### src/rtl/fifo_pkg.sv
// Shared defaults and helper constants for the single-clock byte FIFO.
// Names carry a FIFO_ prefix so modules can override them with same-named parameters.
package fifo_pkg;

   localparam int unsigned FIFO_DATA_WIDTH = 8;
   localparam int unsigned FIFO_DEPTH      = 64;
   localparam int unsigned FIFO_ADDR_WIDTH = 6;
   localparam int unsigned FIFO_CNT_WIDTH  = 8;

   // Occupancy value at which the default-sized FIFO reports full.
   localparam logic [FIFO_CNT_WIDTH-1:0] FIFO_FULL_CNT = FIFO_CNT_WIDTH'(FIFO_DEPTH);

endpackage

### src/rtl/fifo_mem.sv
// Storage array for the FIFO: synchronous write port and a registered read port.
// Only the read register is reset; the array itself keeps its contents.
module fifo_mem
   import fifo_pkg::*;
#(
   parameter int unsigned DATA_WIDTH = FIFO_DATA_WIDTH,
   parameter int unsigned DEPTH      = FIFO_DEPTH,
   parameter int unsigned ADDR_WIDTH = FIFO_ADDR_WIDTH
) (
   input  logic                  clk_i,
   input  logic                  rst_ni,
   input  logic                  we_i,
   input  logic [ADDR_WIDTH-1:0] waddr_i,
   input  logic [DATA_WIDTH-1:0] wdata_i,
   input  logic                  re_i,
   input  logic [ADDR_WIDTH-1:0] raddr_i,
   output logic [DATA_WIDTH-1:0] rdata_o
);

   logic [DATA_WIDTH-1:0] mem_q [DEPTH];
   logic [DATA_WIDTH-1:0] rdata_d, rdata_q;

   always_ff @(posedge clk_i) begin
      if (we_i) begin
         mem_q[waddr_i] <= wdata_i;
      end
   end

   // Read data holds its last value when no read is accepted.
   always_comb begin
      rdata_d = rdata_q;
      if (re_i) begin
         rdata_d = mem_q[raddr_i];
      end
   end

   always_ff @(posedge clk_i or negedge rst_ni) begin
      if (!rst_ni) begin
         rdata_q <= '0;
      end else begin
         rdata_q <= rdata_d;
      end
   end

   assign rdata_o = rdata_q;

endmodule

### src/rtl/fifo.sv
// Single-clock byte FIFO: circular buffer with pointers, occupancy counter and
// full/empty flags decoded combinationally from the counter.
module fifo
   import fifo_pkg::*;
#(
   parameter int unsigned DATA_WIDTH = FIFO_DATA_WIDTH,
   parameter int unsigned DEPTH      = FIFO_DEPTH,
   parameter int unsigned ADDR_WIDTH = FIFO_ADDR_WIDTH,
   parameter int unsigned CNT_WIDTH  = FIFO_CNT_WIDTH
) (
   input  logic                  clk,
   input  logic                  rst,
   input  logic [DATA_WIDTH-1:0] buf_in,
   output logic [DATA_WIDTH-1:0] buf_out,
   input  logic                  wr_en,
   input  logic                  rd_en,
   output logic                  buf_empty,
   output logic                  buf_full,
   output logic [CNT_WIDTH-1:0]  fifo_counter
);

   localparam logic [CNT_WIDTH-1:0] FullCnt = CNT_WIDTH'(DEPTH);

   logic [ADDR_WIDTH-1:0] wr_ptr_d, wr_ptr_q;
   logic [ADDR_WIDTH-1:0] rd_ptr_d, rd_ptr_q;
   logic [CNT_WIDTH-1:0]  cnt_d, cnt_q;
   logic                  wr_acc, rd_acc;

   assign buf_empty    = (cnt_q == '0);
   assign buf_full     = (cnt_q == FullCnt);
   assign fifo_counter = cnt_q;

   // Gating by the flags keeps the counter in range and blocks reads of unwritten entries.
   assign wr_acc = wr_en & ~buf_full;
   assign rd_acc = rd_en & ~buf_empty;

   always_comb begin
      wr_ptr_d = wr_ptr_q;
      rd_ptr_d = rd_ptr_q;
      cnt_d    = cnt_q;
      if (wr_acc) begin
         wr_ptr_d = wr_ptr_q + ADDR_WIDTH'(1);
      end
      if (rd_acc) begin
         rd_ptr_d = rd_ptr_q + ADDR_WIDTH'(1);
      end
      unique case ({wr_acc, rd_acc})
         2'b10:   cnt_d = cnt_q + CNT_WIDTH'(1);
         2'b01:   cnt_d = cnt_q - CNT_WIDTH'(1);
         default: cnt_d = cnt_q;
      endcase
   end

   always_ff @(posedge clk or negedge rst) begin
      if (!rst) begin
         wr_ptr_q <= '0;
         rd_ptr_q <= '0;
         cnt_q    <= '0;
      end else begin
         wr_ptr_q <= wr_ptr_d;
         rd_ptr_q <= rd_ptr_d;
         cnt_q    <= cnt_d;
      end
   end

   fifo_mem #(
      .DATA_WIDTH (DATA_WIDTH),
      .DEPTH      (DEPTH),
      .ADDR_WIDTH (ADDR_WIDTH)
   ) u_mem (
      .clk_i   (clk),
      .rst_ni  (rst),
      .we_i    (wr_acc),
      .waddr_i (wr_ptr_q),
      .wdata_i (buf_in),
      .re_i    (rd_acc),
      .raddr_i (rd_ptr_q),
      .rdata_o (buf_out)
   );

endmodule

### config.mk
export PLATFORM = sky130hd
export DESIGN_NAME = fifo
export DESIGN_NICKNAME = d
export VERILOG_FILES = /design/src/rtl/fifo_pkg.sv /design/src/rtl/fifo_mem.sv /design/src/rtl/fifo.sv
export SDC_FILE = /design/constraint.sdc
export NUM_CORES = 1
export LEC_CHECK = 0
export BUFFER_PORTS_ARGS = -buffer_cell sky130_fd_sc_hd__buf_2
export CAP_MARGIN = 10
export CORE_MARGIN = 3
export CORE_UTILIZATION = 35
export DETAILED_ROUTE_END_ITERATION = 8
export PLACE_DENSITY = 0.57
export SETUP_SLACK_MARGIN = 0.5
export SYNTH_ARGS = -nofsm -noshare
export SYNTH_HDL_FRONTEND = slang
export SYNTH_SLANG_ARGS = --single-unit
### constraint.sdc
create_clock -name clk -period 6.53 [get_ports clk]
set_input_delay 0.3265 -clock clk [delete_from_list [all_inputs] [get_ports clk]]
set_output_delay 0.3265 -clock clk [all_outputs]
set_load 0.005 [all_outputs]
==> results of run 1 <==
power groups by stage:
stage                     combinational (uW)  clock, uW  sequential [uW]
final                                   2550       3060             4270
after detailed placement                2580          0             4350
after global placement                  2560          0             4350
after floorplan                         1960          0             4140
after global routing                    2730       3270             4300
after CTS                               2590       3130             4280
timing repair:
item | CTS | global route
hold buffers | 1 | 0
setup endpoints to repair | 0 | 0
setup buffers | 0 | 0
hold endpoints to repair | 28 | 0
worst register-to-register path, cell delays in order (launching register included):
cell and delay, ns:
dfrtp_1 0.41, nor3_1 0.10, a31oi_1 0.61, inv_1 0.25, nor2_1 0.28, nand3_1 0.62
nor2_1 0.93
layer usage:
metal / up-vias / global-route usage (%)
li1: 4368 / -
met1: 5276 / 21.3
met2: 329 / 23.7
met3: 71 / 2.69
met4: 0 / 4.91
met5: - / 0
cell families after synthesis:
kind of cell | after synthesis | share of synthesized area [%]
AOI/OAI and AO/OA | 94 | 3.30
xor gates and xnor gates | 14 | 0.576
adders and majority gates | 10 | 0.623
buffers and inverters | 64 | 1.86
DFF | 540 | 75.6
muxes | 156 | 15.0
and+or+nand+nor | 153 | 3.08
cell usage after synthesis, types with 2 or more instances:
cell type	count
a2111oi_0	3
a21boi_0	2
a21o_1	2
a21oi_1	7
a221o_1	6
a221oi_1	13
a22o_1	16
a22oi_1	2
and2_1	2
buf_1	13
buf_12	5
buf_2	12
buf_4	4
buf_6	6
clkbuf_1	15
dfrtp_1	28
edfxtp_1	512
ha_1	9
inv_1	8
mux2i_1	33
mux4_1	24
mux4_2	99
nand2_1	29
nand3_1	7
nand3b_1	3
nor2_1	90
nor2b_1	6
nor3_1	5
o21ai_0	16
o221ai_1	7
o22ai_1	10
o31ai_1	3
or2_2	2
or3_1	2
xnor2_1	9
xor2_1	5
worst min path at each step:
stage | end | slack (ns) | cells after the start
4_1_cts | wr_ptr_q[1] | 0.13 | 5
3_3_place_gp | fifo_counter[0] | 0.39 | 1
5_1_grt | wr_ptr_q[1] | 0.17 | 5
3_5_place_dp | fifo_counter[0] | 0.39 | 1
6_report | wr_ptr_q[1] | 0.19 | 5
2_1_floorplan | fifo_counter[0] | 0.03 | 0
final cells by class:
type / instances / area [um2]
Fill cell: 5178 / 35600
Clock inverter: 35 / 385
Tap cell: 773 / 967
Inverter: 9 / 33.8
Timing Repair Buffer: 48 / 315
Multi-Input combinational cell: 427 / 4800
Sequential cell: 540 / 16100
Clock buffer: 62 / 1360
flip-flops by register name, indices dropped and copies added, names as in the netlist:
register	flops
u_mem.mem_q	512
wr_ptr_q	6
u_mem.rdata_o	8
fifo_counter	8
rd_ptr_q	6
per-stage QoR:
stage          setup WS, ns  area (um2)  power, uW  std cells  util, %
6_report               2.95       23900       9890       1894     40.2
5_1_grt                2.55       23900      10300       1894     40.2
4_1_cts                3.01       23900      10000       1894     40.2
3_5_place_dp           3.01       22200       6930       1796     37.3
3_3_place_gp           3.05       22200       6910       1796     37.3
2_1_floorplan          3.46       21300       6090       1031        -
==> run_results.csv, run 1 <==
group,metric,value,unit
setup_path,crit_required,6.76,ns
job,max-cap-violations,0,
cts,clk_latency,0.62,ns
layout,area_growth,12.6,%
timing,worst_pin_slew,1.21,ns
setup_path,cp_slowest_stage_delay,0.93,ns
power,irDropWorstVdd,232,uV
drt,met3_length,2.93,mm
synthesis,async_reset_ff_share,5.19,%
synthesis,syn_area,21300,um2
timing,timing.slew.headroom,19.5,%
timing,finalSetupViolations,0,
global_route,grt_start_max_net_pins,66,
power,clockPowerShare,31.0,%
synthesis,netlist_instances,1031,
timing,post-route-min-period,3.58,ns
power,leakagePower,0.00766,uW
global_route,grt_pass1_wl,70.2,mm
synthesis,synth-seq-cells,540,
global_route,antenna_found_initial,0,
global_route,grt_usage,15.0,%
synthesis,syn_avg_cell_area,20.6,um2
synthesis,netlist_top_cells_area,"edfxtp_1 (72%), mux4_2 (10%), dfrtp_1 (3.3%)",
setup_path,setup.worst_path.class,"reg -> reg",
floorplanning,boundaryPins,30,
floorplanning,start_util,35.7,%
drt,vias,10044,
setup_path,rr_endpoint,"u_mem.mem_q[51][4]",
setup_path,cp-endpoint,"u_mem.mem_q[51][4]",
place,place_congestion,0.816,
setup_path,cp-start-kind,"register",
synthesis,synth.distinct_cells,52,
timing,rsz0062_at_grt,"no",
place,io_buffers,29,
drt,drt-total-wl,47.3,mm
cts,clk_pin_slew,0.06,ns
drt,dr.pass1.iters,5,
floorplanning,core-area,59600,um2
drt,drt_iter0_drc,685,
layout,diodes,0,
layout,drive_gt1_share,20.2,%
setup_path,cp.depth,6,
layout,final_common_cell,"edfxtp_1",
synthesis,ys_seq_area_share,75.6,%
power,p_switching,2970,uW
drt,routedWlPerCell,25.0,um
power,switching_share,30.0,%
floorplanning,dieArea,63800,um2
cts,max-clock-path-buffers,3,
setup_path,critical_path_buf_inv_count,1,
setup_path,worstSetupEndpointType,"register",
floorplanning,chipHeight,253,um
timing,fin_skew,0.0231,ns
min_path,hold_class,"in -> reg",
drt,highest_layer,"met4",
global_route,grt_pass1_vias,10411,
synthesis,yosys.area.top_type_share,72.3,%
synthesis,synth_edf_count,512,
layout,layout_common_cells,"edfxtp_1 (512), mux4_2 (99), nor2_1 (90)",
cts,numCtsBuffers,53,
drt,vias_per_cell,5.30,
setup_path,crit_start,"fifo_counter[0]",
timing,clock.fmax,279,MHz
cts,cts_root_buffer,"clkbuf_16",
synthesis,synth_ff_type,"edfxtp_1",
setup_path,r2r-start,"fifo_counter[0]",
setup_path,path_max_fanout,8,
min_path,hold_path.startpoint,"wr_en",
power,pwr-share-seq,43.2,%
synthesis,synthesis.nets,1053,
setup_path,slowest_stage,"nor2_1",
status,status,"finished clean",
floorplanning,fp.dieW,253,um
setup_path,arrival,3.81,ns
cts,h-tree-depth,2,
timing,finalCritPeriodShare,54.9,%
cts,cts_tree,"yes",
setup_path,cp_top_family,"simple AND/OR/NAND/NOR gates",
global_route,globalRouteOverflowTotal,0,
power,power.density,413,nW/um2
synthesis,synth_top_area_cell,"edfxtp_1",
layout,fin_nets,1101,
setup_path,rrSetupSlack,2.95,ns
power,pwr-share-comb,25.8,%
setup_path,rr_worst_depth,6,
timing,drv_slew,0,
drt,drc_errors,0,
setup_path,path_cells,"nor3_1 -> a31oi_1 -> inv_1 -> nor2_1 -> nand3_1 -> nor2_1",
setup_path,cpMostUsedCell,"nor2_1",
timing,setup_tns,0,ns
cts,clock-sinks,540,
floorplanning,rows,89,
drt,antenna_left,0,
drt,met1_length,20.8,mm
drt,wl_met2,22.4,mm
timing,hold_ws,0.187,ns
synthesis,ys_warn_count,0,
power,p_int,6920,uW
cts,cts-resized-gates,0,
place,hpwl,27.6,mm
timing,hold_violations,0,
Power figures use the tool's default switching activity.
==> run 2: changes to the inputs <==
--- a/config.mk
+++ b/config.mk
@@ -5,12 +5,13 @@
 export SDC_FILE = /design/constraint.sdc
 export NUM_CORES = 1
 export LEC_CHECK = 0
+export ABC_AREA = 1
 export BUFFER_PORTS_ARGS = -buffer_cell sky130_fd_sc_hd__buf_2
 export CAP_MARGIN = 10
 export CORE_MARGIN = 3
 export CORE_UTILIZATION = 35
 export DETAILED_ROUTE_END_ITERATION = 8
-export PLACE_DENSITY = 0.57
+export PLACE_DENSITY = 0.59
 export SETUP_SLACK_MARGIN = 0.5
 export SYNTH_ARGS = -nofsm -noshare
 export SYNTH_HDL_FRONTEND = slang
==> constraint.sdc (replaced) <==
create_clock -name clk -period 3 [get_ports clk]
set_input_delay 0.15 -clock clk [delete_from_list [all_inputs] [get_ports clk]]
set_output_delay 0.15 -clock clk [all_outputs]
set_load 0.005 [all_outputs]
==> run 2 against run 1 <==
Effect of this change: setup slack got worse by 2.4 ns; wire length increased by 28%; sequential cell count unchanged; clock skew decreased by 0.0029 ns; largest cell class unchanged; largest power group unchanged.
==> run_results.csv, run 2 <==
group,metric,value,unit
global_route,grt_pass1_wl,92.0,mm
cts,numCtsBuffers,53,
global_route,antenna_found_initial,0,
cts,clk_pin_slew,0.06,ns
cts,max-clock-path-buffers,3,
layout,drive_gt1_share,11.1,%
synthesis,synth-seq-cells,540,
power,clockPowerShare,28.2,%
layout,diodes,0,
synthesis,ys_seq_area_share,69.4,%
timing,setup_tns,0,ns
synthesis,async_reset_ff_share,5.19,%
synthesis,syn_area,23200,um2
power,pwr-share-comb,34.1,%
timing,timing.slew.headroom,45.5,%
floorplanning,rows,93,
place,place_congestion,0.890,
drt,drt-total-wl,60.3,mm
timing,fin_skew,0.0203,ns
setup_path,arrival,2.98,ns
cts,h-tree-depth,2,
global_route,globalRouteOverflowTotal,0,
power,pwr-share-seq,37.6,%
drt,vias,15547,
setup_path,path_max_fanout,5,
min_path,hold_class,"in -> reg",
power,power.density,892,nW/um2
power,leakagePower,0.0105,uW
setup_path,worstSetupEndpointType,"register",
global_route,grt_pass1_vias,15284,
power,p_switching,8770,uW
power,fin_total_pwr,23700,uW
timing,rsz0062_at_grt,"yes",
floorplanning,fp.dieW,263,um
timing,drv_slew,0,
layout,final_common_cell,"nand2_1",
place,io_buffers,29,
synthesis,netlist_top_cells_area,"edfxtp_1 (66%), nand2_1 (12%), nand3_1 (6.4%)",
drt,dr.pass1.iters,5,
place,placed_area,24400,um2
synthesis,synth_commonest_cells,"nand2_1 (745), edfxtp_1 (512), nand3_1 (294)",
setup_path,cp-start-kind,"register",
timing,hold_ws,0.0286,ns
synthesis,syn_avg_cell_area,10.6,um2
cts,clk_latency,0.61,ns
setup_path,setup.worst_path.class,"reg -> reg",
layout,layout_common_cells,"nand2_1 (742), edfxtp_1 (512), nand3_1 (293)",
floorplanning,chipHeight,263,um
drt,drt_iter0_drc,1572,
layout,area_growth,14.8,%
layout,final_cell_area,26600,um2
layout,largest-register,"u_mem.mem_q",
timing,post-route-min-period,2.45,ns
timing,clock.fmax,408,MHz
synthesis,netlist_instances,2191,
cts,cts_root_buffer,"clkbuf_16",
power,irDropWorstVdd,931,uV
drt,vias_per_cell,4.95,
timing,hold_violations,0,
power,switching_share,37.0,%
timing,finalSetupViolations,0,
synthesis,synth.distinct_cells,28,
global_route,grt_start_max_net_pins,174,
synthesis,ys_warn_count,0,
drt,antenna_left,0,
timing,worst_pin_slew,0.814,ns
power,p_int,14900,uW
setup_path,crit_required,3.52,ns
floorplanning,boundaryPins,30,
synthesis,synth_edf_count,512,
floorplanning,start_util,35.7,%
job,max-cap-violations,0,
layout,fin_nets,2266,
synthesis,synth_ff_type,"edfxtp_1",
timing,finalCritPeriodShare,81.8,%
floorplanning,core-area,64900,um2
synthesis,yosys.area.top_type_share,66.4,%
drt,drc_errors,0,
synthesis,synth.most_common_cell,"nand2_1",
synthesis,synthesis.nets,2213,
place,hpwl,36.2,mm
drt,routedWlPerCell,19.2,um
global_route,grt_usage,17.0,%
cts,clock-sinks,540,
cts,cts_tree,"yes",
floorplanning,dieArea,69300,um2
layout,largest_register_ffs,512,
status,status,"finished clean",
synthesis,synth_top_area_cell,"edfxtp_1",
-- run 2: cell families (layout without fill, tap and decap cells) --
logic type / count (synthesis) / in the layout / synth area share, %
buf+inv: 333 / 430 / 5.97
compound gates: 86 / 86 / 2.13
xor+xnor: 12 / 12 / 0.454
simple gates: 1210 / 1210 / 21.5
flops: 540 / 540 / 69.4
fa+ha+maj: 10 / 10 / 0.573
-- run 2: layout make-up --
| cell class | count | area (um2) |
|---|---|---|
| Fill cell | 6204 | 38300 |
| Sequential cell | 540 | 16100 |
| Multi-Input combinational cell | 1318 | 5890 |
| Clock buffer | 70 | 1440 |
| Tap cell | 855 | 1070 |
| Timing Repair Buffer | 106 | 958 |
| Inverter | 225 | 865 |
| Clock inverter | 29 | 289 |
-- run 2: final timing paths --
path | startpoint | end | slack [ns] | depth (start not counted)
worst min-delay path | buf_in[3] | u_mem.mem_q[55][3] | 0.03 | 1
worst min register to register | u_mem.rdata_o[5] | u_mem.rdata_o[5] | 0.48 | 2
worst max-delay path | fifo_counter[2] | fifo_counter[6] | 0.55 | 18
max in group asynchronous | rst | rd_ptr_q[0] | 2.34 | 2
min in group asynchronous | rst | fifo_counter[3] | 0.13 | 2
worst max register to register | fifo_counter[2] | fifo_counter[6] | 0.55 | 18
-- run 2: what timing repair did --
action                                  in CTS  in global routing
endpoints found under the setup margin      70                384
resized for setup                           18                 57
endpoints found under the hold margin       28                  0
gates cloned                                 0                  1
pin swaps                                   10                 11
hold buffers                                 1                  0
buffers inserted                            13                  7
-- run 2: critical path: stages (launching register included) --
cell and delay, ns:
dfrtp_1 0.39, inv_1 0.07, nand4_1 0.12, nor4_2 0.22, nand2_1 0.14, nand2_2 0.11, ha_4 0.21, inv_2 0.05
fa_2 0.33, inv_2 0.07, nand3_1 0.07, nand2_1 0.08, nand2_1 0.07, nand2_1 0.06, nand2_1 0.04, nand2_1 0.07
xor2_1 0.14, nand2_1 0.06, o21ai_1 0.08
-- run 2: routing by layer --
| metal | global-route usage, % | share of wire, % |
|---|---|---|
| met1 | 24.4 | 45 |
| met2 | 26.7 | 46 |
| met3 | 2.76 | 6.2 |
| met4 | 5.25 | 2.7 |
| met5 | 0 | 0 |
-- run 2: power groups by stage --
| stage | registers, uW | logic [uW] | clock network, uW |
|---|---|---|---|
| floorplan | 8990 | 5140 | 0 |
| global placement | 9060 | 7610 | 0 |
| detailed placement | 9070 | 7660 | 0 |
| CTS | 8900 | 7840 | 6840 |
| global route | 8960 | 8950 | 7130 |
| finish | 8930 | 8090 | 6690 |
-- run 2: stage by stage --
step / setup WS, ns / cells / utilization, %
6_report: 0.547 / 3143 / 41.0
4_1_cts: 0.430 / 3135 / 40.6
5_1_grt: 0.348 / 3143 / 41.0
2_1_floorplan: 0.502 / 2191 / -
3_3_place_gp: 0.318 / 3022 / 37.7
3_5_place_dp: 0.312 / 3022 / 37.7
==> run 3: changes to the inputs <==
--- a/config.mk
+++ b/config.mk
@@ -11,7 +11,7 @@
 export CORE_MARGIN = 3
 export CORE_UTILIZATION = 35
 export DETAILED_ROUTE_END_ITERATION = 8
-export PLACE_DENSITY = 0.59
+export PLACE_DENSITY = 0.57
 export SETUP_SLACK_MARGIN = 0.5
 export SYNTH_ARGS = -nofsm -noshare
 export SYNTH_HDL_FRONTEND = slang
==> constraint.sdc (replaced) <==
create_clock -name clk -period 2.5 [get_ports clk]
set_input_delay 0.125 -clock clk [delete_from_list [all_inputs] [get_ports clk]]
set_output_delay 0.125 -clock clk [all_outputs]
set_load 0.005 [all_outputs]
==> run 3 against run 2 <==
Effect of this change: the flow now finishes with violations (setup timing); combinational power up 29%; highest routed layer unchanged; largest power group unchanged; sequential cell count stayed put; setup slack worse by 0.63 ns; final area up 3.7%.
==> run_results.csv, run 3 (synthesis gave the netlist of run 2 again) <==
group,metric,value,unit
cts,numCtsBuffers,55,
layout,largest_register_ffs,512,
power,irDropWorstVdd,573,uV
timing,layout_setup_ws,-0.0852,ns
timing,rsz0062_at_grt,"yes",
cts,clk_latency,0.60,ns
setup_path,r2r-start,"fifo_counter[2]",
timing,drv_slew,0,
timing,hold_ws,0.0485,ns
setup_path,setup.worst_path.class,"reg -> reg",
min_path,hold_class,"in -> reg",
layout,fin_nets,2275,
layout,area_growth,19.1,%
timing,finalSetupViolations,5,
layout,diodes,0,
place,place_congestion,0.820,
drt,dr.pass1.iters,5,
timing,fin_skew,0.0146,ns
cts,clock-sinks,540,
setup_path,rr_endpoint,"fifo_counter[6]",
job,max-cap-violations,0,
status,status,"finished with violations",
floorplanning,rows,93,
floorplanning,boundaryPins,30,
global_route,globalRouteOverflowTotal,0,
min_path,hold_path.startpoint,"buf_in[5]",
drt,drt_iter0_drc,1343,
drt,drc_errors,0,
floorplanning,start_util,35.7,%
timing,timing.slew.headroom,40.4,%
cts,clk_pin_slew,0.06,ns
drt,drt-total-wl,58.3,mm
power,leakagePower,0.0108,uW
min_path,hold-path-cell-count,1,
floorplanning,core-area,64900,um2
place,pre_cts_slack,-0.103,ns
global_route,grt_start_max_net_pins,70,
setup_path,rrSetupSlack,-0.09,ns
layout,largest-register,"u_mem.mem_q",
drt,vias_per_cell,4.88,
cts,cts_root_buffer,"clkbuf_16",
timing,post-route-min-period,2.59,ns
drt,antenna_left,0,
setup_path,arrival,3.07,ns
floorplanning,fp.dieW,263,um
min_path,hold_end,"u_mem.mem_q[40][5]",
setup_path,crit_required,2.98,ns
power,power.density,1090,nW/um2
floorplanning,chipHeight,263,um
timing,clock.fmax,387,MHz
cts,h-tree-depth,2,
setup_path,path_max_fanout,4,
cts,max-clock-path-buffers,3,
global_route,grt_pass1_vias,14986,
layout,drive_gt1_share,13.3,%
drt,routedWlPerCell,18.5,um
layout,layout_common_cells,"nand2_1 (730), edfxtp_1 (512), nand3_1 (285)",
setup_path,cp-start-kind,"register",
setup_path,rr_worst_depth,18,
layout,final_common_cell,"nand2_1",
status,violations,"setup timing",
cts,cts_tree,"yes",
drt,vias,15379,
setup_path,crit_start,"fifo_counter[2]",
place,io_buffers,29,
timing,finalCritPeriodShare,103,%
place,hpwl,36.5,mm
setup_path,worstSetupEndpointType,"register",
timing,worst_pin_slew,0.891,ns
timing,hold_violations,0,
global_route,grt_pass1_wl,89.6,mm
floorplanning,dieArea,69300,um2
global_route,grt_usage,16.7,%
global_route,antenna_found_initial,0,
## run 3: repair_timing
| item | 4_1_cts | 5_1_grt |
|---|---|---|
| endpoints found under the setup margin | 513 | 523 |
| pin swaps | 1 | 30 |
| buffers inserted | 5 | 6 |
| hold endpoints to repair | 30 | 0 |
| hold buffers | 2 | 0 |
| resized for setup | 79 | 114 |
## run 3: layer usage
metal / wire length (um) / GRT usage (%)
met5: 0 / 0
met4: 1500 / 5.25
met3: 3670 / 2.50
met2: 27100 / 26.9
met1: 26100 / 23.3
## run 3: report_power, final
| group | internal [uW] | total, uW | switching, uW |
|---|---|---|---|
| clock | 5570 | 9010 | 3440 |
| sequential | 10400 | 10700 | 311 |
| combinational | 3280 | 10400 | 7090 |
| total | 19300 | 30100 | 10800 |
## run 3: worst max-delay path, cell delays in order (launching register included)
cell	delay, ns
dfrtp_1	0.38
inv_1	0.08
nand4_1	0.15
nor4_2	0.35
nand2_1	0.14
nand2_2	0.11
inv_4	0.04
ha_4	0.18
buf_12	0.13
ha_4	0.23
a21oi_2	0.13
nand2_2	0.07
nand2_2	0.06
nand2_1	0.05
nand2_1	0.06
nand2_1	0.06
xor2_1	0.13
nand2_1	0.06
o21ai_1	0.06
## run 3: how the worst max path moves through the flow
stage / cells past startpoint / end / slack [ns]
2_1_floorplan: 18 / fifo_counter[6] / 0.06
3_3_place_gp: 18 / fifo_counter[6] / -0.09
3_5_place_dp: 18 / fifo_counter[6] / -0.10
4_1_cts: 18 / fifo_counter[6] / -0.07
5_1_grt: 18 / fifo_counter[6] / -0.25
6_report: 18 / fifo_counter[6] / -0.09
## run 3: per-stage QoR
step,util (%),instances,setup TNS (ns),instance area [um2],power [uW]
6_report,42.5,3151,-0.273,27600,30100
5_1_grt,42.5,3151,-1.08,27600,31800
3_3_place_gp,38.1,3038,-0.134,24700,20500
3_5_place_dp,38.1,3038,-1.39,24700,20600
4_1_cts,41.7,3145,-0.194,27100,29800
2_1_floorplan,-,2191,0,23200,17000
## run 3: cell type report
| type | count | area (um2) |
|---|---|---|
| flip-flops and latches | 540 | 16100 |
| clock buffers | 63 | 1480 |
| inverters | 225 | 887 |
| fillers | 6070 | 37300 |
| clock inverters | 37 | 528 |
| repair buffers | 113 | 1200 |
| multi-input cells | 1318 | 6340 |
| well taps | 855 | 1070 |
